File: config.mk
export PLATFORM = sky130hd
export DESIGN_NAME = crc8_frame_ctrl
export DESIGN_NICKNAME = d
export VERILOG_FILES = /design/src/rtl/crc8_frame_ctrl.sv
export SDC_FILE = /design/constraint.sdc
export NUM_CORES = 1
export LEC_CHECK = 0
export BUFFER_PORTS_ARGS = -buffer_cell sky130_fd_sc_hd__buf_4
export CORE_MARGIN = 2
export CORE_UTILIZATION = 55
export CTS_CLUSTER_SIZE = 24
export DETAILED_ROUTE_END_ITERATION = 8
export PLACE_DENSITY = 0.79
export SLEW_MARGIN = 20
export SYNTH_ARGS = -nofsm -noshare
export SYNTH_HDL_FRONTEND = slang
export SYNTH_SLANG_ARGS = --single-unit
File: constraint.sdc
create_clock -name clk -period 2 [get_ports clk]
set_input_delay 0.1 -clock clk [delete_from_list [all_inputs] [get_ports clk]]
set_output_delay 0.1 -clock clk [all_outputs]
set_load 0.03 [all_outputs]
File: src/rtl/crc8_frame_ctrl.sv
// crc8_frame_ctrl: CRC-8 (poly 0x07, MSB-first) frame checker with a result handshake and an error counter
// ports: clk/rst        clock, synchronous active-high reset
//        in_valid/in_ready/in_data/in_last   byte stream; the in_last byte carries the received CRC
//        abort          drops the frame in progress (ignored while a result is pending)
//        res_valid/res_ready/res_crc/res_ok/res_len   result, held until taken
//        err_cnt        saturating count of frames whose CRC did not match
module crc8_frame_ctrl #(
  parameter logic [7:0] INIT    = 8'h00,
  parameter logic [7:0] XOR_OUT = 8'h00
) (
  input  logic        clk,
  input  logic        rst,
  input  logic        in_valid,
  output logic        in_ready,
  input  logic [7:0]  in_data,
  input  logic        in_last,
  input  logic        abort,
  output logic        res_valid,
  input  logic        res_ready,
  output logic [7:0]  res_crc,
  output logic        res_ok,
  output logic [15:0] res_len,
  output logic [7:0]  err_cnt
);
  typedef enum logic [1:0] {IDLE, ACC, RESULT} state_t;
  state_t      state_q, state_d;
  logic [7:0]  crc_q, crc_d, res_crc_q, res_crc_d, err_cnt_q, err_cnt_d, fin;
  logic [15:0] len_q, len_d, res_len_q, res_len_d;
  logic        res_ok_q, res_ok_d, acc;
  function automatic logic [7:0] crc_step(input logic [7:0] c, input logic [7:0] d);
    logic [7:0] r;
    r = c ^ d;
    for (int i = 0; i < 8; i++) r = r[7] ? {r[6:0], 1'b0} ^ 8'h07 : {r[6:0], 1'b0};
    return r;
  endfunction
  assign in_ready  = state_q != RESULT;
  assign res_valid = state_q == RESULT;
  assign res_crc   = res_crc_q;
  assign res_ok    = res_ok_q;
  assign res_len   = res_len_q;
  assign err_cnt   = err_cnt_q;
  assign acc       = in_valid && in_ready;
  assign fin       = crc_q ^ XOR_OUT;
  always_comb begin
    state_d   = state_q;
    crc_d     = crc_q;
    len_d     = len_q;
    res_crc_d = res_crc_q;
    res_ok_d  = res_ok_q;
    res_len_d = res_len_q;
    err_cnt_d = err_cnt_q;
    if (state_q == RESULT) begin
      if (res_ready) begin
        state_d = IDLE;
        crc_d   = INIT;
        len_d   = '0;
      end
    end else if (abort) begin
      state_d = IDLE;
      crc_d   = INIT;
      len_d   = '0;
    end else if (acc && in_last) begin
      state_d   = RESULT;
      res_crc_d = fin;
      res_ok_d  = fin == in_data;
      res_len_d = len_q;
      err_cnt_d = (fin != in_data && err_cnt_q != 8'hFF) ? err_cnt_q + 8'd1 : err_cnt_q;
    end else if (acc) begin
      state_d = ACC;
      crc_d   = crc_step(crc_q, in_data);
      len_d   = len_q == 16'hFFFF ? len_q : len_q + 16'd1;
    end
  end
  always_ff @(posedge clk) begin
    if (rst) begin
      state_q   <= IDLE;
      crc_q     <= INIT;
      len_q     <= '0;
      res_crc_q <= '0;
      res_ok_q  <= 1'b0;
      res_len_q <= '0;
      err_cnt_q <= '0;
    end else begin
      state_q   <= state_d;
      crc_q     <= crc_d;
      len_q     <= len_d;
      res_crc_q <= res_crc_d;
      res_ok_q  <= res_ok_d;
      res_len_q <= res_len_d;
      err_cnt_q <= err_cnt_d;
    end
  end
endmodule

### After elaboration in Yosys (flattened, before gate mapping)

Index checks and enable logic that the tools add are counted.

| cells by class | value |
|---|---|
| mux-type cells | 24 |
| reductions and logical operators | 10 |
| bitwise gates (word level) | 11 |
| equal/unequal tests | 9 |
| $add $sub $neg | 2 |

Operators by type and width:

| operator | count |
|---|---|
| 16-bit 2-to-1 mux | 6 |
| 8-bit 2-to-1 mux | 5 |
| 3-bit 2-to-1 mux | 8 |
| 3-bit inverter | 8 |
| 16-bit by 1-bit adder with 16-bit output (second input constant) | 1 |
| 16-bit equality test (second input constant) | 1 |
| 2-bit 2-to-1 mux | 5 |
| 8-bit by 1-bit adder with 8-bit output (second input constant) | 1 |
| 8-bit equality test | 1 |
| 8-bit != test | 1 |
| 8-bit != test (second input constant) | 1 |
| 4-bit AND reduction | 2 |
| 8-bit bitwise XOR | 1 |
| 3-bit != test (second input constant) | 2 |
| 3-bit AND reduction | 2 |
| 4-bit nonzero test | 1 |
| 1-bit logical AND | 3 |
| 3-bit nonzero test | 1 |
| 2-bit equality test (second input constant) | 1 |
| 2-bit by 1-bit != test with 1-bit output (second input constant) | 1 |
| 2-bit != test (second input constant) | 1 |
| 1-bit inverter | 2 |
| 2-bit AND reduction | 1 |

| storage, ports and cells | value |
|---|---|
| word-level logic and storage cells | 63 |
| register bits | 59 |

### Longest topological paths before layout

Gate-level depths: netlist of run 1.

| depth | value |
|---|---|
| depth in word-level cells | 21 |
| depth in mapped cells | 9 |
| depth with buffers taken out | 6 |

### Worst setup path before layout of run 1

Ideal clock, no wire load.

| timing path | value |
|---|---|
| kind | flip-flop to flip-flop |
| start | register state_q[1] |
| end | register len_q[13] |
| arrival | 1.848 ns |
| stages on the path, launching flop included | 10 |
| path buffers | 3 |
| clock period less this slack | 1.918 ns |
| data required time | 1.930 ns |
| setup slack | 0.082 ns |
| cell sequence | dfxtp_1 -> nor2b_4 -> buf_6 -> inv_4 -> and4b_1 -> buf_6 -> and4_4 -> buf_6 -> or4_1 -> a21oi_1 |

| on the way | value |
|---|---|
| elaborated cells between the ends (all ways) | 10 |
| those cells by class | 5 x eq/ne; 1 x mux; 4 x reduce/logical |

RTL lines:

| element | line | text |
|---|---|---|
| from (decl) | 26 | `state_t state_q, state_d;` |
| from (signal assigned) | 84 | `state_q <= state_d;` |
| 2-bit equality test (*) | - |  |
| net res_valid | 18 | `output logic res_valid,` |
| 3-bit != test (no line) (tied with other cells) | - |  |
| 4-bit AND reduction (no line) | - |  |
| to (signal assigned) | 86 | `len_q <= len_d;` |
| to (decl) | 28 | `logic [15:0] len_q, len_d, res_len_q, res_len_d;` |

Mark *: on every way through the listed nets, which the timed path passes. The rest lies on a longest branch.
A chain may end at the register's enable or synchronous reset.

### Worst setup path in the final report of run 1

| timing path | value |
|---|---|
| start | register len_q[0] |
| end | register len_q[13] |

| on the way | value |
|---|---|
| longest elaborated chain between the ends | 6 |
| elaborated cells between the ends (all ways) | 9 |
| those cells by class | 1 x add/sub; 2 x eq/ne; 5 x mux; 1 x reduce/logical |

RTL lines:

| element | line | text |
|---|---|---|
| 16-bit by 1-bit adder with 16-bit output | 71 | `len_d = len_q == 16'hFFFF ? len_q : len_q + 16'd1;` |
| 16-bit 2-to-1 mux | 71 |  |
| 16-bit 2-to-1 mux | 68 | `end else if (acc) begin` |
| 16-bit 2-to-1 mux | 62 | `end else if (acc && in_last) begin` |
| 16-bit 2-to-1 mux | 58 | `end else if (abort) begin` |
| 16-bit 2-to-1 mux | 52 | `if (state_q == RESULT) begin` |

Several ways; a longest one is shown, not always the timed one. The select of a mux whose other input is x is not followed.

==> results_dict.tcl, run 1 <==
set metrics [dict create \
    status "completed" \
    clk_pin_slew_ns 0.07 \
    gp_congestion 0.870 \
    r2r_start "len_q[0]$_SDFFE_PP0P_" \
    yosysTopAreaCell "dfxtp_1" \
    crit_fanout 10 \
    syn_inst 332 \
    synth_edf_count 0 \
    hold_depth 3 \
    worstHoldPathType "input port to flop" \
    initial_core_util_pct 58.2 \
    drc_errors 0 \
    period_share_pct 95.8 \
    combPwrFrac_pct 11.0 \
    rows 25 \
    grt_antenna_before_repair 0 \
    ys_ff_latch 59 \
    max_freq_ghz 0.522 \
    clockRootBuffer "clkbuf_8" \
    routedWlPerCell_um 13.8 \
    power_density_nw_per_um2 739 \
    post-place-cells 438 \
    cp-start-kind "flop" \
    cap_violations 0 \
    r2r_slack_ns 0.08 \
    grt_start_max_net_pins 39 \
    synth-seq-area-share_pct 42.2 \
    clock_path_buffers 2 \
    skew_ns 0.00802 \
    syn-num-nets 350 \
    grt_pass1_vias 2391 \
    firstDrtPassIters 4 \
    finalHoldViolations 0 \
    instances_no_fill 455 \
    rsz0062_at_grt "false" \
    portBuffers 48 \
    ioPinCount 49 \
    worst_setup_path_end_kind "flop" \
    switching_share_pct 24.7 \
    reg2reg_depth 6 \
    final_common_cell "nand2_1" \
    p_sw_w 0.000629 \
    tns_ns 0 \
    drive_gt1_share_pct 23.5 \
    vias_per_cell 5.53 \
    whs_ns 0.0264 \
    die_h_um 75.4 \
    nNetsFinal 401 \
    postRouteAntennaNets 0 \
    numCtsBuffers 9 \
    htreeDepth 3 \
    die_area_um2 5680 \
    r2r_end "len_q[13]$_SDFFE_PP0P_" \
    peakVddDrop_mv 0.470 \
    fp.coreArea_um2 4820 \
    drt-total-wl_mm 6.29 \
    crit_type "flop to flop" \
    grt.total_usage_pct 24.0 \
    clock_sinks 59 \
    synthFlopType "dfxtp_1" \
    overflow 0 \
    crit_arrival_ns 2.18 \
    p_leak_nw 1.32 \
    grt_pass1_wl_mm 10.4 \
    final-setup-viol-count 0 \
    antennaDiodeCount 0 \
    cts_tree "built" \
    clock_latency_ns 0.33 \
    die_w_um 75.4 \
    area_growth_pct 23.0 \
    timing_max_transition_violations_final 0 \
    post_cts_buffers 0 \
    synth_top_area_share_pct 42.2 \
    final_cell_mix "nand2_1 (66), dfxtp_1 (59), buf_4 (56)" \
    ys_async_sr_fraction_pct 0 \
    p_seq_share_pct 47.3 \
    crit_start "len_q[0]$_SDFFE_PP0P_" \
    syn-cell-area_um2 2800 \
    worstMarginPinSlew_ns 0.537 \
    num_vias 2516 \
    syn_area_per_cell_um2 8.44 \
    ys_top_cells_by_area "dfxtp_1 (42%), nand2_1 (8.8%), xnor2_1 (8.1%), a21oi_1 (7.7%), o31ai_1 (2.4%)" \
    yosysWarnings 0 \
    yosysUniqueCellTypes 44 \
    crit_end "len_q[13]$_SDFFE_PP0P_" \
    maxSlewHeadroom_pct 64.1 \
    power.share.clock_pct 41.8 \
    fin_crit_ns 1.92 \
    cp.required_ns 2.27 \
    p_int_w 0.00192 \
    dr.first_iter.drc_count 146 \
    hpwl_mm 4.44 \
]
## routing by layer
metal	up-vias	global-route usage (%)	wire length, um
met5	-	0	0
met3	16	5.95	259
met4	0	10.7	122
li1	1268	-	-
met2	59	39.6	2970
met1	1173	29.8	2930
## through the flow
stage / setup WS [ns] / area (um2) / power [W] / util, %
2_1_floorplan: 0.0824 / 2800 / 0.00142 / -
5_1_grt: 0.00797 / 3450 / 0.00266 / 71.5
6_report: 0.0835 / 3450 / 0.00255 / 71.5
3_3_place_gp: 0.151 / 3220 / 0.00150 / 66.8
4_1_cts: 0.0663 / 3420 / 0.00257 / 71.0
3_5_place_dp: 0.0567 / 3220 / 0.00151 / 66.8
## registers in the layout, summed over array words and instances (netlist names)
name / cells
len_q: 16
state_q: 2
crc_q: 8
res_ok: 1
err_cnt: 8
res_crc: 8
res_len: 16
## cell families after synthesis
| group | after synthesis | share of synthesized area (%) |
|---|---|---|
| AND/OR/NAND/NOR | 137 | 25.9 |
| adder cells (fa/ha/maj) | 4 | 1.79 |
| AO/OA/AOI/OAI | 78 | 15.9 |
| buffers and inverters | 22 | 3.93 |
| multiplexers | 4 | 1.52 |
| XOR/XNOR | 28 | 8.75 |
| flip-flops | 59 | 42.2 |
## cell usage after synthesis (4+ instances only)
master    count
inv_1         4
ha_1          4
and4_1        4
o21ai_0      12
nor2_1        8
nand2_1      66
and3_1        6
nor3b_1       6
o31ai_1       9
or4_1         8
nand3_1       9
a21oi_1      43
xnor2_1      26
dfxtp_1      59
clkbuf_1     12
a21o_1        7
## layout make-up
| cell class | instances | area (um2) |
|---|---|---|
| Clock buffer | 11 | 141 |
| Clock inverter | 5 | 52.6 |
| Fill cell | 405 | 1370 |
| Inverter | 5 | 21.3 |
| Multi-Input combinational cell | 251 | 1540 |
| Sequential cell | 59 | 1180 |
| Tap cell | 67 | 83.8 |
| Timing Repair Buffer | 57 | 430 |
## worst max-delay path, stage by stage (launching register included)
cell	delay, ns
dfxtp_1	0.35
ha_1	0.22
and3_2	0.24
and2_4	0.18
and4_4	0.22
or4_1	0.48
a21oi_1	0.16
## how the worst min path moves through the flow
| stage | startpoint | end | slack, ns |
|---|---|---|---|
| after floorplan | abort | state_q[1]$_SDFFE_PP0P_ | 0.22 |
| after global placement | rst | state_q[0]$_SDFFE_PP0P_ | 0.32 |
| after detailed placement | rst | state_q[0]$_SDFFE_PP0P_ | 0.32 |
| after CTS | in_valid | state_q[1]$_SDFFE_PP0P_ | 0.01 |
| after global routing | in_valid | state_q[1]$_SDFFE_PP0P_ | 0.04 |
| final | in_valid | state_q[1]$_SDFFE_PP0P_ | 0.03 |
## power groups by stage
stage	clock (W)	combinational (W)	sequential, W
2_1_floorplan	0	0.000190	0.00123
3_3_place_gp	0	0.000269	0.00123
3_5_place_dp	0	0.000276	0.00123
4_1_cts	0.00108	0.000279	0.00120
5_1_grt	0.00114	0.000307	0.00120
6_report	0.00106	0.000279	0.00120
## timing repair
action                     CTS  global route
gates resized for setup      0             7
setup endpoints to repair    0             6
hold endpoints to repair     1             0
hold buffers                 1             0
(Power assumes the default switching activity.)
==> run 2, diff against run 1 <==
==> constraint.sdc (replaced) <==
create_clock -name clk -period 2 [get_ports clk]
set_input_delay 0.4 -clock clk [delete_from_list [all_inputs] [get_ports clk]]
set_output_delay 0.4 -clock clk [all_outputs]
set_load 0.03 [all_outputs]
==> results_dict.tcl, run 2 (synthesized netlist as in run 1, its figures left out) <==
set metrics [dict create \
    die_h_um 75.4 \
    crit_type "flop to flop" \
    htreeDepth 3 \
    area_growth_pct 22.6 \
    overflow 0 \
    fp.coreArea_um2 4820 \
    numCtsBuffers 9 \
    worstMarginPinSlew_ns 0.514 \
    ioPinCount 49 \
    clock_path_buffers 2 \
    num_vias 2507 \
    clock_latency_ns 0.34 \
    final_common_cell "nand2_1" \
    switching_share_pct 25.2 \
    max_freq_ghz 0.519 \
    firstDrtPassIters 4 \
    peakVddDrop_mv 0.475 \
    die_area_um2 5680 \
    max_stage_delay_ns 0.43 \
    clk_pin_slew_ns 0.06 \
    final-setup-viol-count 0 \
    status "completed" \
    portBuffers 48 \
    antennaDiodeCount 0 \
    nNetsFinal 405 \
    p_int_w 0.00184 \
    cp.required_ns 2.23 \
    power.share.clock_pct 39.1 \
    period_share_pct 96.3 \
    post_cts_buffers 0 \
    drt-total-wl_mm 6.30 \
    timing_max_transition_violations_final 0 \
    cap_violations 0 \
    grt_start_max_net_pins 31 \
    routedWlPerCell_um 13.7 \
    clockRootBuffer "clkbuf_8" \
    postRouteAntennaNets 0 \
    cp_slowest_cell "dfxtp_1" \
    initial_core_util_pct 58.2 \
    maxSlewHeadroom_pct 65.6 \
    ctsHoldBuffers 0 \
    cts_tree "built" \
    rows 25 \
    hpwl_mm 4.55 \
    clock_sinks 59 \
    p_seq_share_pct 49.0 \
    worstHoldPathType "input port to flop" \
    final_cell_mix "nand2_1 (66), buf_4 (61), dfxtp_1 (59)" \
    drive_gt1_share_pct 22.7 \
    finalHoldViolations 0 \
    multi_input_comb_area_um2 1520 \
    place_area_um2 3250 \
    crit_fanout 13 \
    crit_chain "xnor2_1 -> and4_1 -> and3_1 -> nor4_1 -> mux2_2" \
    grt_pass1_wl_mm 9.87 \
    grt_antenna_before_repair 0 \
    combPwrFrac_pct 11.9 \
    p_sw_w 0.000620 \
    die_w_um 75.4 \
    cp-start-kind "flop" \
    power_density_nw_per_um2 716 \
    gp_congestion 0.849 \
    rsz0062_at_grt "false" \
    fin_crit_ns 1.93 \
    tns_ns 0 \
    grt_pass1_vias 2215 \
    final_cell_area_um2 3440 \
    p_leak_nw 1.33 \
    n_fill_cell 422 \
    dr.first_iter.drc_count 124 \
    skew_ns 0.00641 \
    regArea_um2 1180 \
    cts_resized 0 \
    worst_setup_path_end_kind "flop" \
    drc_errors 0 \
    crit_arrival_ns 2.16 \
    grt.total_usage_pct 23.0 \
    vias_per_cell 5.46 \
]
-- run 2: cell type report --
class	instances	share of cell area, %
Multi-Input combinational cell	251	44.2
Clock buffer	14	4.73
Timing Repair Buffer	61	13.3
Tap cell	67	2.44
Clock inverter	2	0.291
Sequential cell	59	34.4
Inverter	5	0.619
-- run 2: path summary, 6_finish.rpt --
kind	to	slack [ns]	from	cells after the start
min	state_q[1]$_SDFFE_PP0P_	0.31	in_valid	3
max	err_cnt[7]$_SDFFE_PP0P_	0.07	crc_q[1]$_SDFFE_PP0P_	5
min reg2reg	res_len[4]$_SDFFE_PP0P_	0.45	res_len[4]$_SDFFE_PP0P_	2
max reg2reg	err_cnt[7]$_SDFFE_PP0P_	0.07	crc_q[1]$_SDFFE_PP0P_	5
-- run 2: through the flow --
stage	utilization, %	worst slack [ns]	cells	hold slack [ns]	power, W
finish	71.3	0.0740	459	0.312	0.00246
detailed placement	67.6	-0.0582	443	0.447	0.00152
global route	71.3	0.0109	459	0.338	0.00254
global placement	67.6	0.0210	443	0.444	0.00151
CTS	71.1	0.0784	459	0.304	0.00247
floorplan	-	0.0824	332	0.446	0.00142
-- run 2: power groups by stage --
stage / Clock (W) / Sequential, W / Combinational (W)
2_1_floorplan: 0 / 0.00123 / 0.000190
3_3_place_gp: 0 / 0.00123 / 0.000282
3_5_place_dp: 0 / 0.00123 / 0.000290
4_1_cts: 0.000970 / 0.00120 / 0.000293
5_1_grt: 0.00101 / 0.00121 / 0.000318
6_report: 0.000963 / 0.00120 / 0.000293
-- run 2: worst max-delay path: cells and delay by family, from the launching register on --
kind          cells  cell delay (ns)
flops             1             0.43
simple gates      3             0.88
xor+xnor          1             0.13
mux               1             0.36
-- run 2: layer usage --
metal | track usage (%) | vias up | share of wire [%]
li1 | - | 1274 | -
met1 | 29.3 | 1162 | 46
met2 | 36.9 | 62 | 47
met3 | 5.03 | 9 | 5.6
met4 | 11.9 | 0 | 1.3
met5 | 0 | - | 0
==> run 3, diff against run 2 <==
--- a/config.mk
+++ b/config.mk
@@ -6,11 +6,11 @@
 export NUM_CORES = 1
 export LEC_CHECK = 0
 export BUFFER_PORTS_ARGS = -buffer_cell sky130_fd_sc_hd__buf_4
-export CORE_MARGIN = 2
 export CORE_UTILIZATION = 55
 export CTS_CLUSTER_SIZE = 24
 export DETAILED_ROUTE_END_ITERATION = 8
 export PLACE_DENSITY = 0.79
+export SKIP_LAST_GASP = 1
 export SLEW_MARGIN = 20
 export SYNTH_ARGS = -nofsm -noshare
 export SYNTH_HDL_FRONTEND = slang
==> results_dict.tcl, run 3 (synthesized netlist as in run 1, its figures left out) <==
set metrics [dict create \
    grt_pass1_vias 2302 \
    maxSlewHeadroom_pct 65.4 \
    area_growth_pct 22.6 \
    period_share_pct 94.9 \
    final-setup-viol-count 0 \
    antennaDiodeCount 0 \
    htreeDepth 3 \
    clk_pin_slew_ns 0.06 \
    crit_type "flop to flop" \
    crit_arrival_ns 2.16 \
    peakVddDrop_mv 0.533 \
    grt.total_usage_pct 24.5 \
    cp.required_ns 2.26 \
    die_area_um2 5380 \
    fin_crit_ns 1.90 \
    crit_fanout 10 \
    status "completed" \
    worstMarginPinSlew_ns 0.518 \
    max_freq_ghz 0.527 \
    place_area_um2 3250 \
    clockRootBuffer "clkbuf_8" \
    drc_errors 0 \
    p_leak_nw 1.33 \
    grt_antenna_before_repair 0 \
    dr.first_iter.drc_count 169 \
    hpwl_mm 4.36 \
    timing_max_transition_violations_final 0 \
    drive_gt1_share_pct 22.8 \
    crit_buf_inv 0 \
    max_stage_delay_ns 0.47 \
    rsz0062_at_grt "false" \
    cp-start-kind "flop" \
    rows 25 \
    ioPinCount 49 \
    cp_slowest_cell "or4_1" \
    worstHoldPathType "input port to flop" \
    final_cell_mix "nand2_1 (66), buf_4 (60), dfxtp_1 (59)" \
    die_w_um 73.4 \
    portBuffers 48 \
    worst_setup_path_end_kind "flop" \
    final_cell_area_um2 3430 \
    cts_tree "built" \
    critical_path.top_delay_family "simple AND/OR/NAND/NOR gates" \
    nNetsFinal 404 \
    die_h_um 73.4 \
    n_fill_cell 409 \
    reg2reg_depth 6 \
    finalHoldViolations 0 \
    power_density_nw_per_um2 717 \
    grt_pass1_wl_mm 10.2 \
    firstDrtPassIters 4 \
    routedWlPerCell_um 13.5 \
    post_cts_buffers 0 \
    overflow 0 \
    gp_congestion 0.836 \
    r2r_slack_ns 0.10 \
    crit_chain "ha_1 -> and3_1 -> and2_1 -> and4_4 -> or4_1 -> a21oi_1" \
    grt_start_max_net_pins 28 \
    num_vias 2524 \
    clock_path_buffers 2 \
    cap_violations 0 \
    postRouteAntennaNets 0 \
    hold_depth 3 \
    initial_core_util_pct 58.2 \
    final_common_cell "nand2_1" \
    numCtsBuffers 9 \
    r2r_start "len_q[1]$_SDFFE_PP0P_" \
    clock_latency_ns 0.32 \
    min_to "state_q[1]$_SDFFE_PP0P_" \
    clock_sinks 59 \
    skew_ns 0.00526 \
    tns_ns 0 \
    worstHoldStart "in_valid" \
    r2r_end "len_q[13]$_SDFFE_PP0P_" \
    drt-total-wl_mm 6.15 \
    vias_per_cell 5.52 \
    fp.coreArea_um2 4820 \
]
run 3: cell count changes in the layout (fill, tap and decap cells not counted), sizes merged:
| cell | previous run | this run |
|---|---|---|
| buf | 61 | 60 |
| clkbuf | 14 | 13 |
run 3: metrics by stage:
step	hold slack (ns)	std cells	utilization [%]	total power (W)	setup WS, ns
floorplan	0.446	332	-	0.00142	0.0824
global placement	0.444	442	67.4	0.00151	0.0191
detailed placement	0.447	442	67.4	0.00151	-0.0124
CTS	0.308	457	71.1	0.00247	0.108
global route	0.336	457	71.3	0.00256	0.0339
finish	0.315	457	71.3	0.00246	0.102
run 3: worst max-delay path by stage:
| stage | from | endpoint | slack [ns] | cells after the start |
|---|---|---|---|---|
| global route | len_q[1]$_SDFFE_PP0P_ | len_q[13]$_SDFFE_PP0P_ | 0.03 | 6 |
| detailed placement | in_data[7] | err_cnt[5]$_SDFFE_PP0P_ | -0.01 | 6 |
| CTS | len_q[0]$_SDFFE_PP0P_ | len_q[13]$_SDFFE_PP0P_ | 0.11 | 6 |
| floorplan | state_q[1]$_SDFFE_PP0P_ | len_q[13]$_SDFFE_PP0P_ | 0.08 | 9 |
| global placement | in_data[1] | err_cnt[5]$_SDFFE_PP0P_ | 0.02 | 6 |
| finish | len_q[1]$_SDFFE_PP0P_ | len_q[13]$_SDFFE_PP0P_ | 0.10 | 6 |
run 3: tightest hold or removal path: cells and delay by family:
kind | cells | cell delay, ns
buffers and inverters | 1 | 0.09
and+or+nand+nor | 2 | 0.11
run 3: what timing repair did:
item                       4_1_cts  5_1_grt
resized for setup                0        2
hold buffers                     0        0
setup endpoints to repair        0        2
run 3: layout make-up:
class,count,area [um2],share of cell area (%)
Clock buffer,13,169,4.92
Sequential cell,59,1180,34.4
Clock inverter,2,10.0,0.292
Timing Repair Buffer,60,450,13.1
Multi-Input combinational cell,251,1520,44.2
Inverter,5,21.3,0.620
Tap cell,67,83.8,2.44
run 3: metal layers:
metal	up-vias	wire length [um]	track usage (%)
li1	1271	-	-
met1	1172	2830	31.1
met2	70	2870	39.0
met4	0	131	13.0
met3	11	312	5.35
met5	-	0	0
run 3: where the power goes:
| part | switching [W] | internal [W] | total [W] | leakage (nW) |
|---|---|---|---|---|
| logic | 0.000150 | 0.000135 | 0.000285 | 0.759 |
| clock network | 0.000432 | 0.000541 | 0.000973 | 0.0953 |
| registers | 0.0000153 | 0.00119 | 0.00120 | 0.476 |
| total | 0.000598 | 0.00186 | 0.00246 | 1.33 |
